<file path="config.mk">
export PLATFORM = sky130hd
export DESIGN_NAME = pwm_cfg_seq
export DESIGN_NICKNAME = d
export VERILOG_FILES = /design/src/rtl/pwm_cfg_seq.sv
export SDC_FILE = /design/constraint.sdc
export NUM_CORES = 1
export LEC_CHECK = 0
export ABC_AREA = 1
export CORE_ASPECT_RATIO = 0.9
export CORE_MARGIN = 3
export CORE_UTILIZATION = 44
export DETAILED_ROUTE_END_ITERATION = 12
export PLACE_DENSITY_LB_ADDON = 0.25
export SLEW_MARGIN = 20
export SYNTH_ARGS = -nofsm -noshare
export SYNTH_HDL_FRONTEND = slang
export SYNTH_SLANG_ARGS = --single-unit
</file>
<file path="constraint.sdc">
create_clock -name clk_i -period 1.69 [get_ports clk_i]
set_input_delay 0.2535 -clock clk_i [delete_from_list [all_inputs] [get_ports clk_i]]
set_output_delay 0.2535 -clock clk_i [all_outputs]
set_load 0.05 [all_outputs]
</file>
<file path="src/rtl/pwm_cfg_seq.sv">
// pwm_cfg_seq: programs one PWM channel through a simple register-write port.
// A request writes, in order: control=0 (channel off), divisor, period,
// duty (clamped to period) and finally the requested control word.
// Each register write is a setup cycle followed by a single strobe cycle.
// Optional build macro PWM_CFG_SEQ_READBACK_EN adds one read cycle after
// every strobe; the returned data is compared with what was written and
// any difference is reported through err_o at done.
module pwm_cfg_seq #(
   parameter logic [7:0] BASE_ADDR = 8'd0,
   parameter logic [7:0] CH_STRIDE = 8'd16
) (
   input  logic        clk_i,
   input  logic        rst_ni,
   input  logic        cfg_valid_i,
   output logic        cfg_ready_o,
   input  logic        cfg_ch_i,
   input  logic [31:0] cfg_div_i,
   input  logic [31:0] cfg_period_i,
   input  logic [31:0] cfg_duty_i,
   input  logic [31:0] cfg_ctrl_i,
   output logic        done_o,
   output logic        err_o,
   output logic        busy_o,
   output logic        pwm_write_o,
   output logic [7:0]  pwm_addr_o,
   output logic [31:0] pwm_wdata_o,
   input  logic [31:0] pwm_rdata_i
);

   typedef enum logic [2:0] {
      S_IDLE,
      S_OFF,
      S_DIV,
      S_PER,
      S_DUTY,
      S_CTRL,
      S_DONE
   } state_t;

   // Register offsets inside one channel bank.
   localparam logic [7:0] OFF_CTRL = 8'd0;
   localparam logic [7:0] OFF_DIV  = 8'd4;
   localparam logic [7:0] OFF_PER  = 8'd8;
   localparam logic [7:0] OFF_DUTY = 8'd12;

   // Phase 0 = setup, 1 = strobe, 2 = readback (only with readback build).
`ifdef PWM_CFG_SEQ_READBACK_EN
   localparam logic [1:0] LAST_PH = 2'd2;
`else
   localparam logic [1:0] LAST_PH = 2'd1;
`endif

   state_t      state_q, state_d;
   logic [1:0]  phase_q, phase_d;
   logic        ready_q, ready_d;
   logic        err_q, err_d;
   logic [7:0]  addr_q, addr_d;
   logic [31:0] wdata_q, wdata_d;
   logic        ch_q, ch_d;
   logic [31:0] div_q, div_d;
   logic [31:0] per_q, per_d;
   logic [31:0] duty_q, duty_d;
   logic [31:0] ctrl_q, ctrl_d;
   logic        in_write;

`ifndef PWM_CFG_SEQ_READBACK_EN
   // Read data is meaningless without readback; keep it visibly consumed.
   logic unused_rdata;
   assign unused_rdata = ^pwm_rdata_i;
`endif

   // Byte address of a channel register, 8-bit wrap-around.
   function automatic logic [7:0] reg_addr(input logic ch, input logic [7:0] off);
      logic [7:0] bank;
      bank = ch ? CH_STRIDE : 8'd0;
      return BASE_ADDR + bank + off;
   endfunction

   assign in_write = (state_q == S_OFF) || (state_q == S_DIV) || (state_q == S_PER) ||
                     (state_q == S_DUTY) || (state_q == S_CTRL);

   assign cfg_ready_o = ready_q;
   assign busy_o      = (state_q != S_IDLE);
   assign pwm_write_o = in_write && (phase_q == 2'd1);
   assign done_o      = (state_q == S_DONE);
   assign err_o       = done_o && err_q;
   assign pwm_addr_o  = addr_q;
   assign pwm_wdata_o = wdata_q;

   // State and datapath registers; reset aborts any sequence in flight.
   always_ff @(posedge clk_i) begin
      if (!rst_ni) begin
         state_q <= S_IDLE;
         phase_q <= 2'd0;
         ready_q <= 1'b0;
         err_q   <= 1'b0;
         addr_q  <= 8'd0;
         wdata_q <= 32'd0;
         ch_q    <= 1'b0;
         div_q   <= 32'd0;
         per_q   <= 32'd0;
         duty_q  <= 32'd0;
         ctrl_q  <= 32'd0;
      end else begin
         state_q <= state_d;
         phase_q <= phase_d;
         ready_q <= ready_d;
         err_q   <= err_d;
         addr_q  <= addr_d;
         wdata_q <= wdata_d;
         ch_q    <= ch_d;
         div_q   <= div_d;
         per_q   <= per_d;
         duty_q  <= duty_d;
         ctrl_q  <= ctrl_d;
      end
   end

   // Next-state logic: sequence the five writes and preload the address and
   // data of each write on entry so they are stable through setup and strobe.
   always_comb begin
      state_d = state_q;
      phase_d = phase_q;
      err_d   = err_q;
      addr_d  = addr_q;
      wdata_d = wdata_q;
      ch_d    = ch_q;
      div_d   = div_q;
      per_d   = per_q;
      duty_d  = duty_q;
      ctrl_d  = ctrl_q;

      case (state_q)
         S_IDLE: begin
            if (cfg_valid_i && ready_q) begin
               ch_d    = cfg_ch_i;
               div_d   = cfg_div_i;
               per_d   = cfg_period_i;
               duty_d  = (cfg_duty_i > cfg_period_i) ? cfg_period_i : cfg_duty_i;
               ctrl_d  = cfg_ctrl_i;
               err_d   = (cfg_period_i == 32'd0) || (cfg_duty_i > cfg_period_i);
               phase_d = 2'd0;
               if (cfg_period_i == 32'd0) begin
                  // Nothing sensible to program: report failure immediately.
                  state_d = S_DONE;
               end else begin
                  state_d = S_OFF;
                  addr_d  = reg_addr(cfg_ch_i, OFF_CTRL);
                  wdata_d = 32'd0;
               end
            end
         end

         S_OFF, S_DIV, S_PER, S_DUTY, S_CTRL: begin
`ifdef PWM_CFG_SEQ_READBACK_EN
            if ((phase_q == 2'd2) && (pwm_rdata_i != wdata_q)) begin
               err_d = 1'b1;
            end
`endif
            if (phase_q == LAST_PH) begin
               phase_d = 2'd0;
               case (state_q)
                  S_OFF: begin
                     state_d = S_DIV;
                     addr_d  = reg_addr(ch_q, OFF_DIV);
                     wdata_d = div_q;
                  end
                  S_DIV: begin
                     state_d = S_PER;
                     addr_d  = reg_addr(ch_q, OFF_PER);
                     wdata_d = per_q;
                  end
                  S_PER: begin
                     state_d = S_DUTY;
                     addr_d  = reg_addr(ch_q, OFF_DUTY);
                     wdata_d = duty_q;
                  end
                  S_DUTY: begin
                     state_d = S_CTRL;
                     addr_d  = reg_addr(ch_q, OFF_CTRL);
                     wdata_d = ctrl_q;
                  end
                  default: begin
                     // Last write done; address/data keep their final value.
                     state_d = S_DONE;
                  end
               endcase
            end else begin
               phase_d = phase_q + 2'd1;
            end
         end

         S_DONE: begin
            state_d = S_IDLE;
            addr_d  = 8'd0;
            wdata_d = 32'd0;
         end

         default: begin
            state_d = S_IDLE;
            phase_d = 2'd0;
            addr_d  = 8'd0;
            wdata_d = 32'd0;
         end
      endcase
   end

   // Ready is registered so it rises one clock after leaving reset or DONE.
   always_comb begin
      ready_d = (state_d == S_IDLE);
   end

endmodule

</file>
==> summary.md, run 1 <==
| Metric | Value |
|---|---|
| Critical Path Most Common Cell | `inv_2` |
| Hold Path Class | `primary input to flop` |
| Peak supply drop | `0.811 mV` |
| Initial detailed-routing violation count | `983` |
| Post-CTS Hold Buffers | `0` |
| Final Max Slew Viols | `0` |
| Routing usage on met2 | `45.4%` |
| Syn Area/Cell | `7.26 um^2` |
| Crit-path max cell delay | `0.37 ns` |
| WL/cell | `19.7 um` |
| Initial Util | `45.1%` |
| Fmax | `520 MHz` |
| CP Data Required Time | `1.44 ns` |
| Clock Sinks | `171` |
| Met3 usage | `5.71%` |
| Clk Latency, worst-skew pair | `0.43 ns` |
| Placed cell count | `1549` |
| Register bit total from synthesis | `171` |
| DRC violations left | `0` |
| Core box area | `0.0177 mm^2` |
| Worst path cell trace | `inv_2, nor2_4, inv_2, nor2_4, nor2_2, nand2_2, buf_6, nand2_4, inv_2, buf_12` |
| Final worst path period share | `114%` |
| Final setup viols | `48` |
| Clock Tree Buf Depth | `2` |
| I/O Pins | `209` |
| Crit path kind | `flop to output pin` |
| Drt pass-1 iters | `6` |
| Place WS | `-0.749 ns` |
| Async set-reset flop share out of synthesis | `0%` |
| Peak-usage layer in the global routing report | `met2` |
| Layout cells sized above 1 | `37.7%` |
| Final non-filler cell total | `1629` |
| H-tree levels | `4` |
| Via-per-instance ratio | `5.65` |
| Met1 Resource Use GR | `35.5%` |
| CTS Root Cell | `clkbuf_16` |
| Row count | `46` |
| Most used DFF post-synth | `dfxtp_1` |
| TritonCTS clock tree | `yes` |
| Pwr Total | `18.2 mW` |
| Register area share after synthesis | `42.8%` |
| Worst path slowest cell | `dfxtp_2` |
| GRT Util Overall | `27.0%` |
| Antenna Diode Count | `0` |
| Maxcap violations | `0` |
| Synth area leaders | `dfxtp_1 (43%), a21oi_1 (8.7%), o21ai_0 (7.1%)` |
| Most frequent cell after synthesis | `dfxtp_1` |
| Final nets | `1572` |
| Min-Delay Path Depth | `4` |
| Worst setup SP type | `flop` |
| Final Hold Viols | `0` |
| Share of the synthesized area in the top cell type | `42.8%` |
| Failing checks | `negative setup slack` |
| Number of global-route vias before repair | `8300` |
| Fill cells | `1307` |
| Final core utilization | `73.2%` |
| Total Wirelength | `32000 um` |
| Routed Antenna Nets | `0` |
| Register area | `0.00343 mm^2` |
| Final WS setup | `-0.235 ns` |
| Static Leakage | `5.41 nW` |
| Initial antenna violation count | `1` |
| Status | `complete, but fails checks` |
| CP Max Fanout | `5` |
| Chip height | `134 um` |
| Post-DP HPWL | `17600 um` |
| Total CTS buffers | `17` |
| Power per Cell Area | `1400 mW/mm^2` |
| Die Wd | `148 um` |
| Final min period | `1.92 ns` |
| WP data arrival | `1.67 ns` |
| FF-to-FF path depth | `13` |
| Total number of vias | `9208` |
| Mapped Cells | `1102` |
| Congestion Overflow GR | `0` |
| First-pass GRT wire length | `42900 um` |
| Area growth syn-to-layout | `62.2%` |
| EDFF count, synth | `0` |
| Unique masters post-synth | `31` |
| Worst clock skew | `0.00917 ns` |
| Synth Cell Area | `0.00800 mm^2` |
| Dominant cell type by area after synthesis | `dfxtp_1` |
| Pin count of the biggest net entering global routing | `55` |
| Final GP Congestion | `0.910` |
| RSZ-0062 raised after global routing | `true` |
| Clk pin slew, worst setup/hold paths | `0.07 ns` |
| Critical path endpoint category | `output pin` |
| PortBufs | `171` |
| Area of the multi-input gates | `0.00494 mm^2` |
| Commonest cells post-synth | `dfxtp_1 (171), nand2_1 (140), a21oi_1 (139), inv_1 (121)` |
| Synth Warn # | `0` |
| Die area | `0.0198 mm^2` |
-- flip-flops by register name, summed over array words and instances (netlist names) --
signal,count
cfg_ready_o,1
ch_q,1
ctrl_q,32
div_q,32
duty_q,32
err_q,1
per_q,32
phase_q,2
pwm_addr_o,3
pwm_wdata_o,32
state_q,3
-- cell families after synthesis --
kind of cell	count (synthesis)	synth area share [%]
AOI/OAI and AO/OA	338	23.3
adders and majority gates	32	5.01
buffers and inverters	217	11.0
DFF	171	42.8
other	1	0.0469
and+or+nand+nor	343	17.9
-- metrics by stage --
step	TNS [ns]	instance area, um^2	hold WS [ns]
detailed placement	-49.50	10700	0.426
CTS	-0.777	11900	0.221
global route	-7.94	13000	0.183
floorplan	-0.629	8050	0.388
global placement	-46.10	10700	0.416
finish	-4.06	13000	0.180
-- area by class of cell --
class	count	share of cell area (%)
repair inverters	1	0.0868
clock buffers	19	3.41
flip-flops and latches	171	26.4
inverters	139	4.20
clock inverters	13	0.858
multi-input cells	718	38.1
well taps	240	2.31
repair buffers	328	24.6
-- layer usage --
layer / vias up / part of all wire (%)
li1: 4231 / -
met1: 4401 / 39
met2: 496 / 49
met3: 78 / 8.7
met4: 2 / 3.1
met5: - / 0.022
-- critical path, delay by kind of cell (launching register included) --
family	cells	cell delay, ns
and+or+nand+nor	5	0.43
buffers and inverters	5	0.45
DFF	1	0.37
-- report_power, final --
| part | total (mW) | internal, mW | switching, mW |
|---|---|---|---|
| Sequential | 5.65 | 5.09 | 0.568 |
| Combinational | 8.83 | 3.63 | 5.20 |
| Clock | 3.74 | 1.96 | 1.78 |
| Total | 18.2 | 10.7 | 7.54 |
-- worst paths after layout --
kind / slack, ns / to / from
setup reg to reg: -0.23 / pwm_wdata_o[13] / state_q[1]
setup / recovery: -0.23 / pwm_write_o / state_q[1]
hold reg to reg: 0.46 / ctrl_q[4] / ctrl_q[4]
hold / removal: 0.18 / per_q[18] / cfg_period_i[18]
-- cells in the final DEF, fill, tap and decap left out, drive strengths merged, types with 2 or more instances in the layout --
| cell type | instances |
|---|---|
| nand2 | 143 |
| ha | 32 |
| nand3 | 68 |
| clkbuf | 58 |
| nand4 | 12 |
| o221ai | 5 |
| inv | 141 |
| a221oi | 27 |
| clkdlybuf4s50 | 66 |
| clkdlybuf4s15 | 16 |
| clkinv | 9 |
| dlygate4sd2 | 8 |
| conb | 5 |
| nor3 | 3 |
| a21oi | 139 |
| buf | 199 |
| a22o | 4 |
| o211a | 2 |
| o21ai | 145 |
| dfxtp | 171 |
| o22ai | 13 |
| nor2 | 117 |
| clkinvlp | 3 |
-- timing repair --
item / 4_1_cts / 5_1_grt
buffers inserted: 14 / 21
gates cloned: 7 / 13
endpoints found under the hold margin: 0 / 0
setup endpoints to repair: 72 / 75
gates resized for setup: 189 / 294
pin swaps: 53 / 93
Note: power is estimated with default switching activity, not from simulation.
==> run 2, diff against run 1 <==
--- a/config.mk
+++ b/config.mk
@@ -7,7 +7,6 @@
 export LEC_CHECK = 0
 export ABC_AREA = 1
 export CORE_ASPECT_RATIO = 0.9
-export CORE_MARGIN = 3
 export CORE_UTILIZATION = 44
 export DETAILED_ROUTE_END_ITERATION = 12
 export PLACE_DENSITY_LB_ADDON = 0.25
==> summary.md, run 2 (synthesis gave the netlist of run 1 again) <==
| Metric | Value |
|---|---|
| Status | `complete, but fails checks` |
| Failing checks | `negative setup slack` |
| Crit-path max cell delay | `0.38 ns` |
| Final Hold Viols | `0` |
| Layout cells sized above 1 | `31.0%` |
| RR Startpoint | `state_q[1]` |
| Area growth syn-to-layout | `52.6%` |
| Fill cells | `1459` |
| I/O Pins | `209` |
| Hold path start | `cfg_period_i[18]` |
| PortBufs | `171` |
| Maxcap violations | `0` |
| Die area | `0.0187 mm^2` |
| Total number of vias | `8623` |
| Peak supply drop | `0.842 mV` |
| First-pass GRT wire length | `40800 um` |
| FF-to-FF path depth | `11` |
| Crit path kind | `flop to output pin` |
| Chip height | `130 um` |
| Via-per-instance ratio | `5.40` |
| Total Wirelength | `27100 um` |
| Worst path slowest cell | `dfxtp_4` |
| Clk Latency, worst-skew pair | `0.43 ns` |
| Initial antenna violation count | `1` |
| Power per Cell Area | `1390 mW/mm^2` |
| Post-DP HPWL | `17600 um` |
| Clock Tree Buf Depth | `2` |
| Worst path cell trace | `inv_4, nor2_4, inv_2, nor2_4, nor2_2, nand2_2, buf_6, nand2_4, inv_4, buf_12` |
| Final min period | `1.88 ns` |
| Drt pass-1 iters | `5` |
| Final non-filler cell total | `1598` |
| Static Leakage | `5.14 nW` |
| Total CTS buffers | `17` |
| Routed Antenna Nets | `0` |
| GRT Util Overall | `28.3%` |
| R2R Setup Slk | `0.04 ns` |
| CTS Root Cell | `clkbuf_16` |
| Worst clock skew | `0.0110 ns` |
| Final core utilization | `68.8%` |
| Worst setup SP type | `flop` |
| Final Max Slew Viols | `0` |
| WP data arrival | `1.63 ns` |
| Fmax | `531 MHz` |
| Clk pin slew, worst setup/hold paths | `0.07 ns` |
| CP Data Required Time | `1.44 ns` |
| Die Wd | `144 um` |
| Row count | `46` |
| CP Max Fanout | `4` |
| Min-Delay Path Depth | `4` |
| Initial Util | `45.1%` |
| TritonCTS clock tree | `yes` |
| Final setup viols | `22` |
| Congestion Overflow GR | `0` |
| Hold EP | `per_q[18]` |
| H-tree levels | `4` |
| Most common cell after layout, fill and taps aside | `dfxtp_1` |
| RSZ-0062 raised after global routing | `true` |
| Reg2Reg Capture Point | `pwm_wdata_o[23]` |
| Core box area | `0.0177 mm^2` |
| Final nets | `1540` |
| DRC violations left | `0` |
| Slew headroom | `65.9%` |
| Initial detailed-routing violation count | `682` |
| Clock Sinks | `171` |
| Final GP Congestion | `0.890` |
| WL/cell | `16.9 um` |
| Post-CTS Hold Buffers | `0` |
| Placed cell count | `1544` |
| Slew @ Worst Pin | `0.510 ns` |
| Most frequent cells in the layout | `dfxtp_1 (167), buf_4 (139), a21oi_1 (116)` |
| Pin count of the biggest net entering global routing | `72` |
| Final WS setup | `-0.194 ns` |
| Hold Path Class | `primary input to flop` |
| Number of global-route vias before repair | `8192` |
| Critical path endpoint category | `output pin` |
| Final worst path period share | `111%` |
run 2: cell count changes in the layout (fill, tap and decap cells not counted), moves of 9 or more:
cell,before,now
a21oi_1,107,116
a21oi_2,29,20
buf_6,21,6
clkbuf_2,32,20
nand2_1,89,100
nand3_1,26,44
nand3_2,38,23
o21ai_1,7,35
o21ai_2,26,2
run 2: cell type report:
class | count | area (um^2) | area share (%)
well taps | 240 | 300 | 2.46
flip-flops and latches | 171 | 3440 | 28.2
clock inverters | 15 | 196 | 1.61
repair buffers | 297 | 2740 | 22.5
inverters | 139 | 533 | 4.37
multi-input cells | 718 | 4570 | 37.4
clock buffers | 17 | 425 | 3.49
diodes | 1 | 2.50 | 0.0205
run 2: what timing repair did:
item	4_1_cts	5_1_grt
setup endpoints to repair	73	75
buffers inserted	9	10
gates cloned	4	1
gates resized for setup	197	178
pin swaps	45	65
run 2: power breakdown:
group          internal [mW]  total, mW  leakage [nW]  switching [mW]
sequential              5.09       5.64          1.40           0.545
combinational           2.86       7.15          3.43            4.29
clock                   2.38       4.16         0.301            1.78
total                   10.3       16.9          5.14            6.61
run 2: how the worst max path moves through the flow:
| stage | start | to | slack, ns | cells after the start |
|---|---|---|---|---|
| CTS | state_q[1] | pwm_write_o | -0.28 | 10 |
| detailed placement | cfg_period_i[23] | duty_q[22] | -0.79 | 13 |
| global placement | cfg_period_i[15] | duty_q[21] | -0.72 | 15 |
| global route | state_q[1] | pwm_write_o | -0.26 | 10 |
| floorplan | cfg_period_i[17] | duty_q[26] | -0.03 | 15 |
| finish | state_q[1] | pwm_write_o | -0.19 | 10 |
run 2: worst max-delay path, delay by kind of cell, from the launching register on:
kind / cells / cell delay, ns
buf+inv: 5 / 0.40
simple gates: 5 / 0.44
flops: 1 / 0.38
run 2: per-stage QoR:
step | total power, mW | cell area [um^2] | hold slack, ns | TNS, ns | setup WS (ns)
after floorplan | 9.48 | 8050 | 0.388 | -0.629 | -0.0338
after global placement | 11.8 | 10600 | 0.420 | -48.78 | -0.719
after detailed placement | 11.9 | 10600 | 0.425 | -53.25 | -0.788
after CTS | 16.3 | 11700 | 0.183 | -0.282 | -0.282
after global routing | 17.8 | 12200 | 0.167 | -4.70 | -0.261
final | 16.9 | 12200 | 0.169 | -0.537 | -0.194
run 2: layer usage:
layer	share of wire [%]	global-route usage, %	vias up
met5	0	0	-
met4	1.9	8.57	0
met3	7.5	5.39	40
met2	48	49.0	360
met1	42	35.7	4053
li1	-	-	4170
==> variant 1 (config.mk and constraints of run 1) <==
Make the reset (`rst_ni`) asynchronous in one clocked block.
--- a/src/rtl/pwm_cfg_seq.sv
+++ b/src/rtl/pwm_cfg_seq.sv
@@ -88,7 +88,7 @@
    assign pwm_wdata_o = wdata_q;
 
    // State and datapath registers; reset aborts any sequence in flight.
-   always_ff @(posedge clk_i) begin
+   always_ff @(posedge clk_i or negedge rst_ni) begin
       if (!rst_ni) begin
          state_q <= S_IDLE;
          phase_q <= 2'd0;
Formal check against the unedited RTL: differs if rst_ni is asserted again (counterexample within 4 cycles, from zero or initial values and one cycle with rst_ni low); with rst_ni held inactive, the same outputs for 4 cycles.
==> variant 1 against run 1 <==
  * The flow still finishes with violations (negative setup slack)
  * First-iteration DRC count shrank 11%
  * Cell count shrank 1.1%
  * Synthesized area up 7.6%
  * Sequential power up 25%
  * Setup slack improved by 0.10 ns
  * Core utilization is 2.9 points lower
  * Total power is 23% higher
  * Wire length down 4.1%
  * Final area rose by 1.6%
  * Via count fell by 5.0%
  * Sequential cell count is the same
  * Critical endpoint is now pwm_wdata_o[22]
==> variant 1: results (changes against run 1) <==
maximum vdd drop 988 uV (was 811 uV); routed wl met3 2720 um (was 2800 um); Vias/cell 5.43 (was 5.65); FILL cells 1386 (was 1307); Non-clk bufs 320 (was 328); Layout clock area frac 4.43% (was 4.27%); non-filler instance count after layout 1611 (was 1629); Iter 0 DRT Violations 872 (was 983); layout cells sized above 1 30.4% (was 37.7%); Distinct cells, synth 35 (was 31); placed instance area 11300 um^2 (was 10700 um^2); largest net degree at the start of global routing 82 (was 55); comb pwr 11.5 mW (was 8.83 mW); # setup viols final 46 (was 48); fraction of registers with async set or reset after synthesis 100% (was 0%); clock share of power 17.2% (was 20.5%); dpl hpwl 19500 um (was 17600 um); GRT met1 Usage 39.7% (was 35.5%); Seq/Total Area, Yosys 49.7% (was 42.8%); largest cells by area after synthesis dfrtp_1 50%, nand2_1 17%, inv_1 5.3% (was dfxtp_1 43%, a21oi_1 8.7%, o21ai_0 7.1%); power share of the sequential group 31.5% (was 31.0%); row count 47 (was 46); wl on met1 13300 um (was 12400 um); Adder-Cell Fraction of Synth Area 4.65% (was 5.01%); initial antenna violation count 0 (was 1); internal power 12.9 mW (was 10.7 mW); Max Fanout on Critical Path 8 (was 5); nets@finish 1549 (was 1572); wire length on met2 14000 um (was 15800 um); WL final 30700 um (was 32000 um); final setup margin -0.133 ns (was -0.235 ns); fraction of area in multi-input gates 32.7% (was 38.1%); DR top layer met4 (was met5); failing checks negative setup slack (unchanged); Commonest cells post-synth 387 x nand2_1, 171 x dfrtp_1, 121 x inv_1, 78 x o21ai_0, 66 x nand3_1 (was 171 x dfxtp_1, 140 x nand2_1, 139 x a21oi_1, 121 x inv_1); Leakage 6.52 nW (was 5.41 nW); area added between synthesis and finish 53.1% (was 62.2%); Mapped Avg Cell Area 8.07 um^2 (was 7.26 um^2); number of global-route vias before repair 8246 (was 8300); status complete, but fails checks (unchanged); Crit path arrival time 2.18 ns (was 1.67 ns)
==> variant 1: path summary, 6_finish.rpt <==
kind	start	to	slack, ns	depth (start not counted)
min in group asynchronous	rst_ni	duty_q[12]	0.25	2
min reg2reg	div_q[13]	div_q[13]	0.48	2
max in group asynchronous	rst_ni	per_q[18]	0.71	3
min	cfg_period_i[16]	per_q[16]	0.07	3
max	state_q[2]	pwm_wdata_o[22]	-0.13	10
max reg2reg	state_q[2]	pwm_wdata_o[22]	-0.13	10
==> variant 1: critical path, stage by stage, from the launching register on <==
cell	delay, ns
dfrtp_2	0.44
buf_6	0.14
o21ai_4	0.13
nand2_4	0.09
buf_12	0.13
a22oi_4	0.21
nand2_4	0.10
nor2_8	0.14
inv_4	0.07
clkbuf_16	0.17
o21ai_1	0.12
==> variant 1: repair_timing <==
item | in CTS | in global routing
setup endpoints to repair | 73 | 76
gates resized for setup | 194 | 140
pin swaps | 55 | 61
cloned | 6 | 4
hold endpoints to repair | 25 | 0
hold buffers | 1 | 0
setup buffers | 27 | 13
==> variant 2 (config.mk and constraints of run 1) <==
Without the edit above. The option `PWM_CFG_SEQ_READBACK_EN` is turned on by a define.
--- a/src/rtl/pwm_cfg_seq.sv
+++ b/src/rtl/pwm_cfg_seq.sv
@@ -5,6 +5,8 @@
 // Optional build macro PWM_CFG_SEQ_READBACK_EN adds one read cycle after
 // every strobe; the returned data is compared with what was written and
 // any difference is reported through err_o at done.
+`define PWM_CFG_SEQ_READBACK_EN
+
 module pwm_cfg_seq #(
    parameter logic [7:0] BASE_ADDR = 8'd0,
    parameter logic [7:0] CH_STRIDE = 8'd16
Check against the original RTL: not equivalent (a bounded check fails within 10 cycles, from zero or initial values and one cycle with rst_ni low).
==> variant 2 against run 1 <==
  * The flow still finishes with violations (negative setup slack)
  * Wire length grew 3.0%
  * Synthesized area grew 11%
  * Fmax grew 7.5%
  * Cell count grew 10%
  * Sequential cell count is the same
  * Setup slack gained 0.13 ns
  * Die area grew 11%
  * Via count grew 6.9%
  * Final area grew 6.9%
  * Non-clock buffer count grew 20
  * Largest cell class unchanged
Power is not compared: it rests on default switching activity, and its combinational part moved more than twofold at a synthesized area within 25%.
==> variant 2: results (changes against run 1) <==
status complete, but fails checks (unchanged); failing checks negative setup slack (unchanged); gr usage total 27.2% (was 27.0%); PortBufs 203 (was 171); Synth Area in Compound Gates 19.9% (was 23.3%); final setup margin -0.101 ns (was -0.235 ns); Adder-Cell Fraction of Synth Area 4.51% (was 5.01%); placed instance area 11800 um^2 (was 10700 um^2); Worst Hold End per_q[23] (was per_q[18]); XOR/XNOR share of the synthesized area 2.76% (was 0%); # setup viols final 13 (was 48); Placed Cells 1734 (was 1549); setup TNS -0.433 ns (was -4.06 ns); Top delay family on crit path simple AND/OR/NAND/NOR gates (was buffers and inverters); number of global-route vias before repair 9244 (was 8300); synthesized instance count 1245 (was 1102); Seq/Total Area, Yosys 38.5% (was 42.8%); Slowest cell on crit path dfxtp_4 (was dfxtp_2); gp weighted congestion 0.928 (was 0.910); skew final 0.0101 ns (was 0.00917 ns); R2R depth 8 (was 13); Commonest cells post-synth 189 x nand2_1, 171 x dfxtp_1, 150 x a21oi_1, 136 x inv_1, 127 x nor2_1 (was 171 x dfxtp_1, 140 x nand2_1, 139 x a21oi_1, 121 x inv_1); largest cells by area after synthesis dfxtp_1 39%, a21oi_1 8.5%, nand2_1 8.0% (was dfxtp_1 43%, a21oi_1 8.7%, o21ai_0 7.1%); hold path start cfg_period_i[23] (was cfg_period_i[18]); Crit path arrival time 1.54 ns (was 1.67 ns); layout cells sized above 1 33.9% (was 37.7%); R2R setup slack -0.07 ns (was -0.23 ns)
==> variant 2: through the flow <==
stage / util [%] / setup slack [ns] / power [mW]
after floorplan: - / -0.0288 / 5.74
after global placement: 60.3 / -0.800 / 6.63
after detailed placement: 60.3 / -0.792 / 6.67
after CTS: 67.6 / -0.165 / 11.2
after global routing: 71.1 / -0.140 / 12.0
final: 71.1 / -0.101 / 11.5
==> variant 2: layout make-up <==
type                       count  area (um^2)
clock buffer                  17          425
clock inverter                14          219
fill                        1441         5650
inverter                     146          576
multi-input combinational    851         5570
sequential                   171         3440
tap                          250          313
timing repair buffer         348         3330
==> variant 2: worst max-delay path by stage <==
| stage | slack (ns) | cells after the start | from | to |
|---|---|---|---|---|
| 6_report | -0.10 | 8 | state_q[1] | pwm_write_o |
| 5_1_grt | -0.14 | 8 | state_q[2] | pwm_write_o |
| 4_1_cts | -0.17 | 8 | state_q[2] | pwm_write_o |
| 3_5_place_dp | -0.79 | 16 | cfg_period_i[17] | duty_q[21] |
| 3_3_place_gp | -0.80 | 13 | cfg_period_i[23] | duty_q[21] |
| 2_1_floorplan | -0.03 | 8 | state_q[2] | phase_q[1] |
==> variant 2: per-layer routing <==
layer	wire length (um)	GRT usage (%)	vias up	share of wire, %
met3	2460	4.24	122	7.5
met4	1410	11.1	0	4.3
met1	13300	34.8	4516	40
met2	15800	46.0	528	48
met5	0	0	-	0
li1	-	-	4677	-
==> variant 2: repair_timing <==
action / 4_1_cts / 5_1_grt
setup buffers: 13 / 12
setup endpoints to repair: 71 / 139
hold buffers: 0 / 0
pin swaps: 50 / 100
cloned: 4 / 6
gates resized for setup: 227 / 224
==> variant 2: tightest hold or removal path, cell delays in order <==
cell,delay (ns)
clkbuf_2,0.09
inv_2,0.06
buf_4,0.11
a21oi_1,0.05
